$ cat config.mk
export PLATFORM = sky130hd
export DESIGN_NAME = sprite_blitter
export DESIGN_NICKNAME = d
export VERILOG_FILES = /design/src/rtl/sprite_pkg.sv /design/src/rtl/sprite_blitter_table.sv /design/src/rtl/sprite_blitter.sv
export SDC_FILE = /design/constraint.sdc
export NUM_CORES = 1
export LEC_CHECK = 0
export BUFFER_PORTS_ARGS = -buffer_cell sky130_fd_sc_hd__buf_2
export CORE_MARGIN = 5
export CORE_UTILIZATION = 40
export CTS_BUF_LIST = sky130_fd_sc_hd__clkbuf_8 sky130_fd_sc_hd__clkbuf_16
export CTS_CLUSTER_DIAMETER = 30
export DETAILED_ROUTE_END_ITERATION = 6
export PLACE_DENSITY = 0.62
export SLEW_MARGIN = 20
export SYNTH_ARGS = -nofsm -noshare
export SYNTH_HDL_FRONTEND = slang
export SYNTH_HIERARCHICAL = 1
export SYNTH_SLANG_ARGS = --single-unit
$ cat constraint.sdc
create_clock -name CLOCK_50 -period 3.7 [get_ports CLOCK_50]
set_input_delay 0 -clock CLOCK_50 [delete_from_list [all_inputs] [get_ports CLOCK_50]]
set_output_delay 0 -clock CLOCK_50 [all_outputs]
set_load 0.03 [all_outputs]
$ cat src/rtl/sprite_pkg.sv
// sprite_pkg: shared types and defaults for the sprite blitter.
// Descriptor fields are sized by the package defaults.
package sprite_pkg;

  localparam int COORD_W_DEFAULT = 9;
  localparam int ID_W_DEFAULT = 2;
  localparam int FB_W_DEFAULT = 320;
  localparam int FB_H_DEFAULT = 240;
  localparam logic [7:0] KEY_DEFAULT = 8'hE3;

  typedef struct packed {
    logic [COORD_W_DEFAULT-1:0] x;
    logic [COORD_W_DEFAULT-1:0] y;
    logic [ID_W_DEFAULT-1:0] id;
    logic en;
    logic flipx;
    logic flipy;
  } sprite_desc_t;

  typedef enum logic [2:0] {
    S_IDLE,
    S_SCAN,
    S_DRAW,
    S_DRAIN,
    S_FINISH
  } blit_state_t;

endpackage

$ cat src/rtl/sprite_blitter_table.sv
// sprite_table: descriptor register file, one write port,
// one combinational read port, cleared by reset.
module sprite_table
  import sprite_pkg::*;
#(
  parameter int N = 4,
  parameter int SW = $clog2(N)
) (
  input  logic         clk_i,
  input  logic         rst_ni,
  input  logic         we_i,
  input  logic [SW-1:0] wslot_i,
  input  sprite_desc_t wdata_i,
  input  logic [SW-1:0] rslot_i,
  output sprite_desc_t rdata_o
);

  sprite_desc_t tbl_q [N];

  // Slot write; reset disables every slot.
  always_ff @(posedge clk_i or negedge rst_ni) begin
    if (!rst_ni) begin
      for (int i = 0; i < N; i++) tbl_q[i] <= '0;
    end else if (we_i) begin
      tbl_q[wslot_i] <= wdata_i;
    end
  end

  assign rdata_o = tbl_q[rslot_i];

endmodule

$ cat src/rtl/sprite_blitter.sv
// sprite_blitter: draws every enabled sprite slot into the frame
// buffer with transparency keying and playfield clipping.
module sprite_blitter
  import sprite_pkg::*;
#(
  parameter int NUM_SPRITES = 4,
  parameter int SPR_SIZE = 32,
  parameter int COORD_W = COORD_W_DEFAULT,
  parameter int FB_W = FB_W_DEFAULT,
  parameter int FB_H = FB_H_DEFAULT,
  parameter int ID_W = ID_W_DEFAULT,
  parameter int ROM_LAT = 1,
  parameter logic [7:0] KEY = KEY_DEFAULT,
  localparam int SW = $clog2(NUM_SPRITES),
  localparam int AW = $clog2(SPR_SIZE)
) (
  input  logic               CLOCK_50,
  input  logic               RESET_N,
  input  logic               START,
  input  logic               CFG_WE,
  input  logic [SW-1:0]      CFG_SLOT,
  input  logic [COORD_W-1:0] CFG_X,
  input  logic [COORD_W-1:0] CFG_Y,
  input  logic [ID_W-1:0]    CFG_ID,
  input  logic               CFG_EN,
  input  logic               CFG_FLIPX,
  input  logic               CFG_FLIPY,
  input  logic [7:0]         PIXEL_DIN,
  output logic               RE,
  output logic [ID_W-1:0]    SPRITE_ID,
  output logic [AW-1:0]      SPRITE_X,
  output logic [AW-1:0]      SPRITE_Y,
  output logic               WE,
  output logic [7:0]         PIXEL_DOUT,
  output logic [COORD_W-1:0] PIXEL_X,
  output logic [COORD_W-1:0] PIXEL_Y,
  output logic               BUSY,
  output logic               SPR_DONE
);

  localparam int DW = $clog2(ROM_LAT + 2);
  localparam int SUM_W = COORD_W + 1;
  localparam logic [SW-1:0] LAST_SLOT = SW'(NUM_SPRITES - 1);

  typedef struct packed {
    logic v;
    logic clip;
    logic [COORD_W-1:0] x;
    logic [COORD_W-1:0] y;
  } ent_t;

  blit_state_t state_q;
  logic [SW-1:0] slot_q;
  logic [AW-1:0] col_q, row_q;
  logic [AW-1:0] col_d, row_d;
  logic [DW-1:0] drain_q;
  logic last_px;

  logic re_q, busy_q, done_q, we_q;
  logic [ID_W-1:0] id_q;
  logic [AW-1:0] sx_q, sy_q;
  logic [7:0] dout_q;
  logic [COORD_W-1:0] px_q, py_q;

  sprite_desc_t cfg_desc, desc;
  logic [SUM_W-1:0] sum_x, sum_y;
  ent_t ent_d, head;
  ent_t pipe_q [ROM_LAT];
  logic wr;

  // Pack the configuration bus into a descriptor.
  always_comb begin
    cfg_desc = '0;
    cfg_desc.x = COORD_W_DEFAULT'(CFG_X);
    cfg_desc.y = COORD_W_DEFAULT'(CFG_Y);
    cfg_desc.id = ID_W_DEFAULT'(CFG_ID);
    cfg_desc.en = CFG_EN;
    cfg_desc.flipx = CFG_FLIPX;
    cfg_desc.flipy = CFG_FLIPY;
  end

  sprite_table #(
    .N (NUM_SPRITES)
  ) u_table (
    .clk_i   (CLOCK_50),
    .rst_ni  (RESET_N),
    .we_i    (CFG_WE && !busy_q),
    .wslot_i (CFG_SLOT),
    .wdata_i (cfg_desc),
    .rslot_i (slot_q),
    .rdata_o (desc)
  );

  // Next raster position inside the sprite.
  always_comb begin
    col_d = col_q + 1'b1;
    row_d = (col_q == '1) ? row_q + 1'b1 : row_q;
    last_px = (col_q == '1) && (row_q == '1);
  end

  // Frame coordinate of the pixel being fetched; one extra bit
  // so sums past the playfield clip instead of wrapping.
  always_comb begin
    sum_x = SUM_W'(COORD_W'(desc.x)) + SUM_W'(col_q);
    sum_y = SUM_W'(COORD_W'(desc.y)) + SUM_W'(row_q);
    ent_d.v = re_q;
    ent_d.clip = (sum_x >= SUM_W'(FB_W)) ||
                 (sum_y >= SUM_W'(FB_H));
    ent_d.x = sum_x[COORD_W-1:0];
    ent_d.y = sum_y[COORD_W-1:0];
  end

  // Scan slots, walk each enabled sprite, then drain the pipe.
  always_ff @(posedge CLOCK_50 or negedge RESET_N) begin
    if (!RESET_N) begin
      state_q <= S_IDLE;
      slot_q <= '0;
      col_q <= '0;
      row_q <= '0;
      drain_q <= '0;
      re_q <= 1'b0;
      id_q <= '0;
      sx_q <= '0;
      sy_q <= '0;
      busy_q <= 1'b0;
      done_q <= 1'b0;
    end else begin
      done_q <= 1'b0;
      unique case (state_q)
        S_IDLE: begin
          if (START) begin
            state_q <= S_SCAN;
            slot_q <= '0;
            busy_q <= 1'b1;
          end
        end
        S_SCAN: begin
          if (desc.en) begin
            state_q <= S_DRAW;
            col_q <= '0;
            row_q <= '0;
            re_q <= 1'b1;
            id_q <= ID_W'(desc.id);
            sx_q <= desc.flipx ? '1 : '0;
            sy_q <= desc.flipy ? '1 : '0;
          end else if (slot_q == LAST_SLOT) begin
            state_q <= S_DRAIN;
            drain_q <= '0;
          end else begin
            slot_q <= slot_q + 1'b1;
          end
        end
        S_DRAW: begin
          if (last_px) begin
            re_q <= 1'b0;
            if (slot_q == LAST_SLOT) begin
              state_q <= S_DRAIN;
              drain_q <= '0;
            end else begin
              state_q <= S_SCAN;
              slot_q <= slot_q + 1'b1;
            end
          end else begin
            col_q <= col_d;
            row_q <= row_d;
            sx_q <= desc.flipx ? ~col_d : col_d;
            sy_q <= desc.flipy ? ~row_d : row_d;
          end
        end
        S_DRAIN: begin
          if (drain_q == DW'(ROM_LAT)) begin
            state_q <= S_FINISH;
            busy_q <= 1'b0;
            done_q <= 1'b1;
          end else begin
            drain_q <= drain_q + 1'b1;
          end
        end
        S_FINISH: begin
          state_q <= S_IDLE;
        end
        default: begin
          state_q <= S_IDLE;
          re_q <= 1'b0;
          busy_q <= 1'b0;
        end
      endcase
    end
  end

  // Coordinates and clip flag ride alongside the ROM latency.
  always_ff @(posedge CLOCK_50 or negedge RESET_N) begin
    if (!RESET_N) begin
      for (int i = 0; i < ROM_LAT; i++) pipe_q[i] <= '0;
    end else begin
      pipe_q[0] <= ent_d;
      for (int i = 1; i < ROM_LAT; i++) pipe_q[i] <= pipe_q[i-1];
    end
  end

  assign head = pipe_q[ROM_LAT-1];
  assign wr = head.v && !head.clip && (PIXEL_DIN != KEY);

  // Frame buffer write port; idle cycles drive zeros.
  always_ff @(posedge CLOCK_50 or negedge RESET_N) begin
    if (!RESET_N) begin
      we_q <= 1'b0;
      dout_q <= '0;
      px_q <= '0;
      py_q <= '0;
    end else begin
      we_q <= wr;
      dout_q <= wr ? PIXEL_DIN : '0;
      px_q <= wr ? head.x : '0;
      py_q <= wr ? head.y : '0;
    end
  end

  assign RE = re_q;
  assign SPRITE_ID = id_q;
  assign SPRITE_X = sx_q;
  assign SPRITE_Y = sy_q;
  assign WE = we_q;
  assign PIXEL_DOUT = dout_q;
  assign PIXEL_X = px_q;
  assign PIXEL_Y = py_q;
  assign BUSY = busy_q;
  assign SPR_DONE = done_q;

endmodule

# == After elaboration in Yosys (flattened, before gate mapping) ==
# Cells that the tools add are included.
# word_totals
word_cells,148
in_bits,37
regBits,171
output_inout_bits,42
# op_classes
n_bitwise,6
n_addsub,6
eq_ne,17
order_cmp,5
n_mux,50
reduce_logical,21
# op_table
operator,n
$bwmux W92,1
$mux W23,3
$mux W5,12
$bmux W23 S2,1
$demux W23 S2,1
$pmux W5 S2,4
$add A9 B5 Y10,2
$mux W2,9
$mux W9,2
$mux W3,5
$ne A2 B2 Y1 const B,7
$pmux W2 S3,2
$pmux W3 S4,1
$reduce_and A4 Y1,3
$add A5 B1 Y5 const B,2
$eq A5 B5 Y1 const B,2
$ge A10 B8 Y1 const B,1
$ge A10 B9 Y1 const B,1
$not A5 Y5,2
$reduce_and A3 Y1,3
$mux W8,1
$ne A8 B8 Y1 const B,1
$eq A3 B2 Y1 const B,2
$ge A3 B3 Y1 const B,2
other kinds (19),35

# == Logic depth before layout (Yosys ltp) ==
# depth
ltp_word,7
ltp_mapped,11
depth_no_buf,9

# == Hierarchy ==
# The synthesis kept the hierarchy.
# modules_own_cells
mod,seq_area_each_um2,instances,area_each_um2,cells_per_inst
sprite_table,2302.2,1,3961.3,224
sprite_blitter,1976.9,1,3709.8,339

# == Worst setup path before layout ==
# Ideal clock, no wire load.
# synth_timing
path_kind,register to register
startpoint,register slot_q[0]
endpoint,register pipe_q (netlist bit head[18])
n_path_buf,2
path_stages_with_launch,10
t_required_ns,3.568
slack_ns,0.824
t_arrival_ns,2.745
setup_ns,0.132
period_less_slack_ns,2.876
path_cell_list,dfrtp_1 > buf_2 > buf_4 > mux4_2 > ha_1 > a211oi_2 > or4_1 > o211a_1 > a311oi_2 > o31ai_1
# synth_lines
item,line,rtl
start: declaration,sprite_blitter.sv:53,logic [SW-1:0] slot_q;
start signal: assignment,sprite_blitter.sv:150,slot_q <= slot_q + 1'b1;
start signal: assignment,sprite_blitter.sv:161,slot_q <= slot_q + 1'b1;
end: declaration,sprite_blitter.sv:68,ent_t pipe_q [ROM_LAT];

==> results.toml <==
[outcome]
status = "completed"

[sta]
rsz0062_at_grt = "false"
finalMaxSlewViolations = 0
period_minus_slack_ns = 3.18
tns_ns = 0
setup_viol = 0
finClkSkew_ns = 0.00612
relSlewSlack = 0.414
hold_viol = 0
period_share = 0.859
tightest_slew_ns = 0.879
max_freq_mhz = 315

[setup_path]
crit_slowest_cell = "dfrtp_1"
required_ns = 4.00
cp_num_buf_inv = 2
end_kind = "flop"
crit_chain = "buf_4, mux4_2, ha_1, inv_1, fa_1, nor2b_1, nor3_1, o21ai_0, a211oi_1, o31ai_1"
arrival_ns = 3.47
startpoint_type = "flop"
timing_worst_setup_path_type = "reg2reg"
path_max_fanout = 12
crit_path_max_incr_delay_ns = 0.72
crit_family = "flip-flops"

[cells_and_area]
final_cell_mix = "dfrtp_1 (171), mux2_2 (98), buf_2 (77), nor2_1 (39), dlygate4sd3_1 (32)"
stdcell_area_sq_um = 9270
drive_gt1_frac = 0.359
final_common_cell = "dfrtp_1"
area_delta_synth_final_pct = 20.8
fin_util = 0.494
fin_nets = 730
fillCellCount = 1638

[run]
cap_violations = 0

[power]
power_leakage_uw = 0.00425
powerDensity_nw_per_um2 = 888
vdd_drop_max_v = 0.000362

[routing]
top_layer_used = "met4"
vias = 4826
wl_per_cell_um = 16.7
via_per_inst = 5.22
remaining_drc_errors = 0
first_iter_violations = 320
dr.pass1.iters = 4
wl_met2_mm = 7.20
ant_nets = 0
totalWireLength_mm = 15.5
dr_wl_met3_um = 762
m1WireLength_mm = 7.03

[die]
start_util = 0.409
die_area_sq_um = 22000
rows = 50
dieWidth_um = 148
coreArea_sq_um = 18800
ioPinCount = 79
die_h_um = 148

[worst_hold_path]
hold_path_class = "in2reg"

[yosys]
synth_edf_count = 0
synth_flop_cell = "dfrtp_1"
synth.cell_area_sq_um = 7670
yosysWarningCount = 6
syn_avg_cell_area_sq_um = 13.6
synth-seq-cells = 171
yosysUniqueCellTypes = 57
synth_fp_nets = 618
netlist_instances = 563
synthArstFlopShare = 1.00
ys_seq_area_frac = 0.558

[clock_network]
post-cts-setup-buffers = 0
clk_path_buf_depth = 2
cts_tree = "done"
cts_max_level = 4
cts-root-buf = "clkbuf_16"
clkTransAtPathRegs_ns = 0.06
cts.sink_count = 171
cts_made_buffers = 17
ctsHoldBuffers = 32
cts_resized = 0
clk_latency_ns = 0.42

[placement]
dp_hpwl_mm = 10.7
place_congestion = 0.779
io_buffers = 78
placed_area_sq_um = 8320

[grt]
groute.usage.overall = 0.147
antenna_found_initial = 2
grt_max_degree = 96
grt_overflow = 0
grt_pass1_vias = 5036
grt_first_pass_wirelength_mm = 25.7
## metal layers
| metal | global-route usage | vias to the layer above |
|---|---|---|
| met5 | 0 | - |
| met3 | 0.0399 | 26 |
| met1 | 0.194 | 2453 |
| met4 | 0.0702 | 0 |
| met2 | 0.227 | 112 |
| li1 | - | 2235 |
## sequential cells by signal, summed over array words and instances (netlist names)
name           cells
BUSY               1
WE                 1
slot_q             2
u_table/tbl_q     92
SPRITE_X           5
PIXEL_Y            9
SPR_DONE           1
RE                 1
PIXEL_DOUT         8
SPRITE_Y           5
row_q              5
PIXEL_X            9
SPRITE_ID          2
drain_q            2
state_q            3
col_q              5
head              20
## cells in the mapped netlist, types with 3 or more instances
cell type  instances  share of area
dfrtp_1          171           0.56
mux2_2            98           0.14
nor2_1            39          0.019
and2_1            27          0.022
mux4_2            23          0.068
a21oi_1           21          0.014
nand2_1           17         0.0083
ha_1              16          0.026
xnor2_1           16          0.018
buf_2             12         0.0078
o21ai_0           12         0.0078
inv_1             10         0.0049
xor2_1            10          0.011
clkbuf_1           7         0.0034
mux2i_1            7         0.0091
nand3_1            6         0.0039
buf_4              5         0.0049
a21o_1             4         0.0039
nand2b_1           4         0.0033
nor2b_1            4         0.0033
nor3_1             4         0.0026
a211oi_1           3         0.0029
nand3b_1           3         0.0029
## path summary, 6_finish.rpt
check / startpoint / end / slack [ns] / cells after the start
setup / recovery: slot_q[0] / head[18] / 0.52 / 10
hold / removal: START / state_q[0] / 0.1 / 4
setup reg to reg: slot_q[0] / head[18] / 0.52 / 10
hold reg to reg: head[17] / PIXEL_X[8] / 0.45 / 1
max in group asynchronous: RESET_N / u_table/tbl_q[77] / 2.61 / 3
min in group asynchronous: RESET_N / SPRITE_ID[0] / 0.20 / 2
## kinds of logic (layout without fill, tap and decap cells)
| group | count (synthesis) | in the layout | share of synthesized area |
|---|---|---|---|
| XOR/XNOR | 26 | 26 | 0.0297 |
| flip-flops | 171 | 171 | 0.558 |
| buffers and inverters | 36 | 161 | 0.0220 |
| multiplexers | 130 | 130 | 0.223 |
| AND/OR/NAND/NOR | 124 | 124 | 0.0863 |
| AO/OA/AOI/OAI | 58 | 58 | 0.0494 |
| adder cells (fa/ha/maj) | 18 | 18 | 0.0313 |
| other | 0 | 2 | 0 |
## layout make-up
cell class | instances | area, sq um | area share
flip-flops and latches | 171 | 4280 | 0.462
inverters | 10 | 37.5 | 0.00405
well taps | 234 | 293 | 0.0316
repair buffers | 119 | 797 | 0.0860
clock buffers | 19 | 453 | 0.0489
diodes | 2 | 5.00 | 0.000540
multi-input cells | 356 | 3240 | 0.349
clock inverters | 13 | 164 | 0.0177
## where the power goes
group / leakage [uW] / internal (uW) / switching (uW)
Clock: 0.000300 / 1100 / 723
Sequential: 0.00215 / 2740 / 474
Combinational: 0.00180 / 1520 / 1670
Total: 0.00425 / 5360 / 2870
## stage by stage
step	total power [uW]	setup WS, ns	hold slack, ns	instances
4_1_cts	8320	0.513	0.0576	922
3_3_place_gp	6300	0.629	0.129	858
2_1_floorplan	5420	0.824	-0.296	563
3_5_place_dp	6430	0.541	0.146	858
6_report	8230	0.524	0.0995	924
5_1_grt	8790	0.221	0.0835	924
## worst reg2reg max path, delay by kind of cell (launching register included)
kind                     cells  cell delay, ns
AND/OR/NAND/NOR              2            0.27
buffers and inverters        2            0.45
adder cells (fa/ha/maj)      2            0.41
multiplexers                 1            0.54
flip-flops                   1            0.72
AO/OA/AOI/OAI                3            0.67
(Power assumes the default switching activity.)
